--- src/rtl/ber_pkg.sv ---
// Shared definitions for the multi-channel PRBS BER checker:
// per-lane FSM states and the PRBS polynomial tap lookup.
package ber_pkg;

    typedef enum logic [1:0] {
        ST_SEED   = 2'd0,
        ST_VERIFY = 2'd1,
        ST_COUNT  = 2'd2
    } lane_state_t;

    typedef struct packed {
        logic [4:0] hi;
        logic [4:0] lo;
    } prbs_taps_t;

    // 1-based feedback taps of the standard PRBS polynomials x^hi + x^lo + 1.
    function automatic prbs_taps_t prbs_taps(input int order);
        prbs_taps_t t;
        case (order)
            7:       t = '{hi: 5'd7,  lo: 5'd6};
            15:      t = '{hi: 5'd15, lo: 5'd14};
            23:      t = '{hi: 5'd23, lo: 5'd18};
            31:      t = '{hi: 5'd31, lo: 5'd28};
            default: t = '{hi: 5'd9,  lo: 5'd5};
        endcase
        return t;
    endfunction

endpackage

--- src/rtl/ber_lane.sv ---
// One BER checker channel: self-seeding PRBS LFSR, SEED/VERIFY/COUNT FSM,
// per-window error tracking and saturating cumulative counters.
module ber_lane
    import ber_pkg::*;
#(
    parameter int PRBS_ORDER = 9,
    parameter int LOCK_LEN   = 511,
    parameter int WIN_LEN    = 1023,
    parameter int ERR_THR    = 0,
    parameter int LOSS_THR   = 64,
    parameter int CNT_W      = 32
) (
    input  logic             clk,
    input  logic             i_reset,
    input  logic             i_en,
    input  logic             i_rx_bit,
    input  logic             i_clr_cnt,
    output logic             o_locked,
    output logic             o_ber_ok,
    output logic [CNT_W-1:0] o_err_cnt,
    output logic [CNT_W-1:0] o_bit_cnt
);

    localparam prbs_taps_t TAPS   = prbs_taps(PRBS_ORDER);
    localparam int         TAP_HI = int'(TAPS.hi);
    localparam int         TAP_LO = int'(TAPS.lo);
    localparam int         RUN_W  = $clog2(LOCK_LEN + 1);
    localparam int         WIN_W  = $clog2(WIN_LEN + 1);

    lane_state_t           state, state_nxt;
    logic [PRBS_ORDER-1:0] lfsr;
    logic [4:0]            seed_cnt;
    logic [RUN_W-1:0]      run_cnt;
    logic [WIN_W-1:0]      win_bits, win_err, win_err_inc;
    logic                  pred_bit, bit_err, seed_done, run_done, win_end, loss;
    logic                  lfsr_in, counting;

    // Bit 0 holds the newest symbol, so tap n sits at index n-1.
    assign pred_bit    = lfsr[TAP_HI-1] ^ lfsr[TAP_LO-1];
    assign bit_err     = pred_bit ^ i_rx_bit;
    assign seed_done   = (seed_cnt == 5'(PRBS_ORDER - 1));
    assign run_done    = (run_cnt == RUN_W'(LOCK_LEN - 1));
    assign win_end     = (win_bits == WIN_W'(WIN_LEN - 1));
    assign win_err_inc = win_err + WIN_W'(bit_err);
    assign loss        = (32'(win_err_inc) >= LOSS_THR);

    always_ff @(posedge clk) begin
        if (i_reset) state <= ST_SEED;
        else         state <= state_nxt;
    end

    always_comb begin
        state_nxt = state;
        if (i_en) begin
            case (state)
                ST_SEED:   if (seed_done) state_nxt = ST_VERIFY;
                ST_VERIFY: begin
                    if (bit_err)       state_nxt = ST_SEED;
                    else if (run_done) state_nxt = ST_COUNT;
                end
                ST_COUNT:  if (loss) state_nxt = ST_SEED;
                default:   state_nxt = ST_SEED;
            endcase
        end
    end

    // While seeding the LFSR swallows received bits; afterwards it free-runs.
    always_comb begin
        lfsr_in  = pred_bit;
        counting = 1'b0;
        case (state)
            ST_SEED:  lfsr_in  = i_rx_bit;
            ST_COUNT: counting = i_en;
            default:  ;
        endcase
    end

    always_ff @(posedge clk) begin
        if (i_reset) begin
            lfsr     <= '1;
            seed_cnt <= '0;
            run_cnt  <= '0;
            win_bits <= '0;
            win_err  <= '0;
            o_locked <= 1'b0;
            o_ber_ok <= 1'b0;
        end else if (i_en) begin
            lfsr     <= {lfsr[PRBS_ORDER-2:0], lfsr_in};
            seed_cnt <= (state == ST_SEED && !seed_done) ? seed_cnt + 5'd1 : 5'd0;
            run_cnt  <= (state == ST_VERIFY && !bit_err && !run_done) ? run_cnt + RUN_W'(1) : '0;
            o_locked <= (state_nxt == ST_COUNT);
            if (counting) begin
                if (loss) begin
                    win_bits <= '0;
                    win_err  <= '0;
                    o_ber_ok <= 1'b0;
                end else if (win_end) begin
                    win_bits <= '0;
                    win_err  <= '0;
                    o_ber_ok <= (32'(win_err_inc) <= ERR_THR);
                end else begin
                    win_bits <= win_bits + WIN_W'(1);
                    win_err  <= win_err_inc;
                end
            end
        end
    end

    // Cumulative counters saturate; a clear wins over a same-cycle increment.
    always_ff @(posedge clk) begin
        if (i_reset || i_clr_cnt) begin
            o_err_cnt <= '0;
            o_bit_cnt <= '0;
        end else if (counting) begin
            if (o_bit_cnt != '1)            o_bit_cnt <= o_bit_cnt + CNT_W'(1);
            if (bit_err && o_err_cnt != '1) o_err_cnt <= o_err_cnt + CNT_W'(1);
        end
    end

endmodule

--- src/rtl/ber_checker_nch.sv ---
// N_CH independent PRBS bit-error-rate checkers sharing one symbol strobe,
// with per-channel counters packed into wide output buses.
module ber_checker_nch
    import ber_pkg::*;
#(
    parameter int N_CH       = 2,
    parameter int PRBS_ORDER = 9,
    parameter int LOCK_LEN   = 511,
    parameter int WIN_LEN    = 1023,
    parameter int ERR_THR    = 0,
    parameter int LOSS_THR   = 64,
    parameter int CNT_W      = 32
) (
    input  logic                  clk,
    input  logic                  i_reset,
    input  logic                  i_en_rate1,
    input  logic [N_CH-1:0]       i_rx_bits,
    input  logic                  i_clr_cnt,
    output logic [N_CH-1:0]       o_locked,
    output logic [N_CH-1:0]       o_ber_ok,
    output logic [N_CH*CNT_W-1:0] o_err_cnt,
    output logic [N_CH*CNT_W-1:0] o_bit_cnt
);

    for (genvar k = 0; k < N_CH; k++) begin : g_lane
        ber_lane #(
            .PRBS_ORDER (PRBS_ORDER),
            .LOCK_LEN   (LOCK_LEN),
            .WIN_LEN    (WIN_LEN),
            .ERR_THR    (ERR_THR),
            .LOSS_THR   (LOSS_THR),
            .CNT_W      (CNT_W)
        ) u_lane (
            .clk       (clk),
            .i_reset   (i_reset),
            .i_en      (i_en_rate1),
            .i_rx_bit  (i_rx_bits[k]),
            .i_clr_cnt (i_clr_cnt),
            .o_locked  (o_locked[k]),
            .o_ber_ok  (o_ber_ok[k]),
            .o_err_cnt (o_err_cnt[k*CNT_W +: CNT_W]),
            .o_bit_cnt (o_bit_cnt[k*CNT_W +: CNT_W])
        );
    end

endmodule

--- config.mk ---
export PLATFORM = sky130hd
export DESIGN_NAME = ber_checker_nch
export DESIGN_NICKNAME = d
export VERILOG_FILES = /design/src/rtl/ber_pkg.sv /design/src/rtl/ber_lane.sv /design/src/rtl/ber_checker_nch.sv
export SDC_FILE = /design/constraint.sdc
export NUM_CORES = 1
export LEC_CHECK = 0
export BUFFER_PORTS_ARGS = -buffer_cell sky130_fd_sc_hd__buf_4
export CAP_MARGIN = 0
export CORE_UTILIZATION = 25
export CTS_CLUSTER_DIAMETER = 30
export CTS_CLUSTER_SIZE = 12
export DETAILED_ROUTE_END_ITERATION = 10
export SYNTH_ARGS = -nofsm -noshare
export SYNTH_HDL_FRONTEND = slang
export SYNTH_SLANG_ARGS = --single-unit
--- constraint.sdc ---
create_clock -name clk -period 5.2 [get_ports clk]
set_input_delay 0 -clock clk [delete_from_list [all_inputs] [get_ports clk]]
set_output_delay 0 -clock clk [all_outputs]
set_load 0.05 [all_outputs]
* Yosys cells after proc, flatten, opt, wreduce, memory -nomap -nowiden
Cells that the tools add are included.
** Cells by class
- Magnitude comparators :: 4
- $add $sub $neg :: 12
- Mux-type cells :: 32
- Eq/ne operators :: 16
- Reductions and logical operators :: 27
- Bitwise gates (word level) :: 4
** Operator list (count)
- $add A32 B1 Y32 const B :: 4
- $ne A32 B32 Y1 const B :: 4
- $mux W10 :: 8
- $add A10 B1 Y10 :: 2
- $add A10 B1 Y10 const B :: 2
- $eq A10 B10 Y1 const B :: 2
- $ge A10 B7 Y1 const B :: 2
- $le A10 B1 Y1 const B :: 2
- $mux W2 :: 10
- $add A9 B1 Y9 const B :: 2
- $eq A9 B9 Y1 const B :: 2
- $mux W9 :: 2
- $pmux W2 S3 :: 2
- $reduce_and A2 Y1 :: 6
- $add A5 B1 Y5 const B :: 2
- $eq A5 B4 Y1 const B :: 2
- $mux W5 :: 2
- $eq A2 B2 Y1 const B :: 4
- $logic_and A1 B1 Y1 :: 8
- $mux W1 :: 8
- $logic_not A1 Y1 :: 6
- $reduce_and A3 Y1 :: 2
- $eq A2 B1 Y1 const B :: 2
- $logic_not A2 Y1 :: 2
- other kinds (3) :: 7
** Word-level totals
- Bits of input ports :: 6
- Word-level logic and storage cells :: 115
- Register bits :: 222

* Logic depth before layout (Yosys ltp)
- Word-level depth :: 8
- Mapped depth :: 9
- Mapped depth without buffers :: 9

* Hierarchy
A second synthesis with hierarchy kept.
** Unflattened totals
- Cells, all modules :: 1305
- Area, all modules :: 10855.4 µm²
** Modules (own cells, without submodules)
- ber_lane at g_lane[0].u_lane :: area each 5499.0 µm², sequential area each 2222.1 µm², cells an instance 661, times used 1
- ber_lane at g_lane[1].u_lane :: area each 5356.4 µm², sequential area each 2222.1 µm², cells an instance 644, times used 1

* Worst setup path after synthesis
Ideal clock, no wire load.
- Path kind :: reg2reg
- Start point :: register g_lane[0].u_lane.lfsr[4]
- End point :: register g_lane[0].u_lane.o_ber_ok
- Path slack :: 2.483 ns
- Data arrival time :: 2.642 ns
- Buffers on the path :: 0
- Stages on the path, launching flop included :: 10
- Cell sequence :: dfxtp_1 xnor3_1 inv_1 ha_1 ha_1 and3_1 a311o_1 o21ai_1 or4b_1 a31oi_1
** On the way
- Longest elaborated chain between the ends :: 6
** Ends and longest elaborated chain
- start, declared :: line ber_lane.sv:31 : logic [PRBS_ORDER-1:0] lfsr;
- start signal, assigned :: line ber_lane.sv:88 : lfsr <= {lfsr[PRBS_ORDER-2:0], lfsr_in};
- $xor A1 B1 Y1 * :: line ber_lane.sv:39 : assign pred_bit = lfsr[TAP_HI-1] ^ lfsr[TAP_LO-1];
- $xor A1 B1 Y1 * :: line ber_lane.sv:40 : assign bit_err = pred_bit ^ i_rx_bit;
- $add A10 B1 Y10 * :: line ber_lane.sv:44 : assign win_err_inc = win_err + WIN_W'(bit_err);
- $ge A10 B7 Y1 / $le A10 B1 Y1 (equally long branches) :: line ber_lane.sv:45, ber_lane.sv:100
- $reduce_bool A2 Y1 (no source line) / $mux W1 (equally long branches)
- $reduce_and A3 Y1 (no source line) / $mux W1 (equally long branches)
- end signal, assigned :: line ber_lane.sv:100 : o_ber_ok <= (32'(win_err_inc) <= ERR_THR);
- end, declared :: line ber_lane.sv:19 : output logic o_ber_ok,
Every way passes the cells marked *; elsewhere a longest branch is shown, timed or not. The select of a mux whose other input is x is not followed.
A chain may end at the register's enable or synchronous reset.

* Worst setup path in the final report
- Start point :: register g_lane[0].u_lane.lfsr[4]
- End point :: register g_lane[0].u_lane.win_err[3]
** On the way
- Longest elaborated chain between the ends :: 5
** Ends and longest elaborated chain
- $xor A1 B1 Y1 * :: line ber_lane.sv:39
- $xor A1 B1 Y1 * :: line ber_lane.sv:40
- $add A10 B1 Y10 * :: line ber_lane.sv:44
- $ge A10 B7 Y1 / $mux W10 (equally long branches) :: line ber_lane.sv:45, ber_lane.sv:97
- $mux W10 * :: line ber_lane.sv:93 : if (loss) begin
- end signal, assigned :: line ber_lane.sv:103 : win_err <= win_err_inc;
- end, declared :: line ber_lane.sv:34 : logic [WIN_W-1:0] win_bits, win_err, win_err_inc;
Every way passes the cells marked *; elsewhere a longest branch is shown, timed or not.

==> reports/qor.csv <==
stage,metric,value,unit
cells_and_area,Area Growth Syn to Fin,35.2,%
drt,routed vias/inst,5.01,
die,num rows,75,
timing,Fmax,315,MHz
flow_run,Max Cap Viol,0,
drt,# DRC,0,
pwr,overall power,0.00596,W
status,outcome,completed,
clocking,CTS root buf,clkbuf_16,
die,Initial Util,25.5,%
timing,setup TNS,0,ps
synthesis,Post-synth top flop,dfxtp_1,
placement,# port buffers,137,
die,DIE HEIGHT,210,um
grt,met2 usage,21.0,%
clocking,Clock Pin Slew Worst Setup and Hold Paths,40,ps
grt,global route hottest layer,met2,
synthesis,Mapped Cells,1280,
critical_path,crit start category,register,
cells_and_area,"commonest cells after routing, fill and taps aside","222 x dfxtp_1, 143 x buf_4, 113 x nand2_1",
critical_path,CP required,5640,ps
clocking,CTS tree,built,
timing,Final Hold Fails,0,
die,Placeable Area,42200,um2
critical_path,WS Path Type,register to register,
die,die width,210,um
synthesis,Seq cells post-synth,222,
synthesis,Synth Cell Area,10800,um2
clocking,clock sinks,222,
worst_hold_path,Hold/Removal Path Class,input pin to register,
grt,vias in the first global route,9491,
clocking,Clock Path Buffers,3,
cells_and_area,filler instances,4314,
grt,largest net degree at the start of global routing,59,
pwr,Peak supply drop,0.264,mV
drt,final wirelength,29000,um
pwr,Lkg Pwr,5.30,nW
critical_path,critical-path maximum fanout,7,
timing,Final setup viols,0,
grt,gr ovfl total,0,
placement,post-DP HPWL,19800,um
drt,Initial DRT Pass Iterations,6,
drt,drt wl/cell,14.4,um
timing,fin. max-slew vios,0,
synthesis,sequential area share after synthesis,41.3,%
synthesis,post-synth cell types,70,
synthesis,Avg Synthesized Cell Area,8.41,um2
timing,crit share post-route,61.1,%
grt,M3 GR Usage,3.19,%
cells_and_area,Layout Nets,1449,
cells_and_area,share of cells above drive strength 1,19.3,%
die,die area,43900,um2
grt,initial antenna violation count,1,
timing,Final min period,3180,ps
grt,global-route usage over all layers,13.0,%
clocking,htree depth,2,
grt,grt met1 use,16.9,%
clocking,Num CTS Buffers,61,
timing,Slew Limit Headroom,30.8,%
critical_path,CP arrival,3620,ps
timing,worst-margin pin slew,1030,ps
pwr,Cell Pwr Density,409,nW/um2
synthesis,Mapped Nets,1306,
synthesis,Ys Warns,0,
synthesis,"EDFF count, synth",0,
drt,1st-iter DRT viols,711,
cells_and_area,"commonest non-fill, non-tap cell in the layout",dfxtp_1,
critical_path,Crit. End Element,register,
drt,post-route ant nets,0,
clocking,Worst-Skew Late Latency,580,ps
placement,RePlAce Congestion,0.815,
timing,unrepaired setup endpoints after global routing,no,
timing,Setup Skew,15.8,ps
die,IO Count,138,
grt,first-pass GRT wire length,47700,um
drt,via count,10100,
synthesis,Async SR Flop Fraction,0,%
[Yosys cell counts (all sizes together) (3+ instances only)]
cell type  count  area, um2
inv           34        128
nor4          20        168
and3          20        125
dfxtp        222       4440
nand2b         6       37.5
o311ai         3       26.3
or4           28        210
or3           72        450
clkbuf        49        185
a31oi         13       81.3
a211oi         6       50.1
a41o           6       61.3
buf           19        108
nand2        113        424
nor3          22        115
or2            7       43.8
a31o           9       78.8
ha            20        250
and2          34        213
o211ai        15        113
nand3         53        270
mux2i         16        160
o31ai         21        168
nor2b          5       31.3
a311oi         3       26.3
a211o         19        166
a21oi         86        430
xnor2         27        236
nor2         111        417
nand4         62        394
xor2          36        315
o21ai         69        345
and4          14        123
a22o           3       26.3
nand3b         4       33.8
[cell type report]
class                           instances  area (um2)  area share, %
Antenna cell                            1        2.50         0.0172
Clock buffer                           73        1660           11.4
Clock inverter                         42         601           4.13
Inverter                               34         128          0.877
Multi-Input combinational cell        956        5920           40.7
Sequential cell                       222        4440           30.5
Tap cell                              539         674           4.63
Timing Repair Buffer                  148        1120           7.72
[worst paths after layout]
check / start / end / slack (ps) / depth (start not counted)
hold / removal: i_rx_bits[0] / g_lane[0].u_lane.lfsr[0] / 360 / 4
setup reg to reg: g_lane[0].u_lane.lfsr[4] / g_lane[0].u_lane.win_err[3] / 2020 / 9
hold reg to reg: g_lane[1].u_lane.lfsr[0] / g_lane[1].u_lane.lfsr[0] / 450 / 1
setup / recovery: g_lane[0].u_lane.lfsr[4] / g_lane[0].u_lane.win_err[3] / 2020 / 9
[sequential cells by signal, summed over array words and instances (netlist names)]
| signal | flops |
|---|---|
| g_lane.u_lane.o_bit_cnt | 64 |
| g_lane.u_lane.o_err_cnt | 64 |
| g_lane.u_lane.win_bits | 20 |
| g_lane.u_lane.win_err | 20 |
| g_lane.u_lane.lfsr | 18 |
| g_lane.u_lane.run_cnt | 18 |
| g_lane.u_lane.seed_cnt | 10 |
| g_lane.u_lane.state | 4 |
| g_lane.u_lane.o_ber_ok | 2 |
| g_lane.u_lane.o_locked | 2 |
[metrics by stage]
step                setup WS, ps  cell area [um2]  hold slack (ps)  instances  utilization, %
floorplan                   2480            10800              183       1280               -
global route                1680            14600              367       2015            34.5
CTS                         2010            14600              335       2014            34.5
global placement            2280            12200              349       1894            29.0
detailed placement          2080            12200              355       1894            29.0
finish                      2020            14600              357       2015            34.5
[power by group]
part | switching [W] | internal, W | total [W]
registers | 0.0000165 | 0.00173 | 0.00174
logic | 0.0000969 | 0.0000516 | 0.000148
clock network | 0.00112 | 0.00294 | 0.00407
total | 0.00124 | 0.00472 | 0.00596
[worst max-delay path, cell delays in order (launching register included)]
cell and delay (ps):
dfxtp_1 330, xnor3_1 510, inv_1 80, ha_1 240, ha_1 230, and3_1 250
a311o_1 390, o21ai_1 290, nand3_1 300, o311ai_0 420
[layer usage]
layer | share of wire, % | wire, um | vias to the layer above
li1 | - | - | 5022
met1 | 47 | 13700 | 4798
met2 | 46 | 13300 | 217
met3 | 4.9 | 1420 | 54
met4 | 2.3 | 655 | 0
met5 | 0 | 0 | -
[cells by family (layout without fill, tap and decap cells)]
logic type	after synthesis	in the layout	synth area share [%]
flip-flops	222	222	41.3
buffers and inverters	102	297	3.90
AO/OA/AOI/OAI	273	273	16.2
other	0	1	0
XOR/XNOR	65	65	5.54
AND/OR/NAND/NOR	582	582	29.3
adder cells (fa/ha/maj)	20	20	2.32
multiplexers	16	16	1.49
[repair_timing]
item	4_1_cts	5_1_grt
hold endpoints to repair	34	0
setup buffers	0	0
resized for setup	0	0
hold buffers	5	0
(Power assumes the default switching activity.)
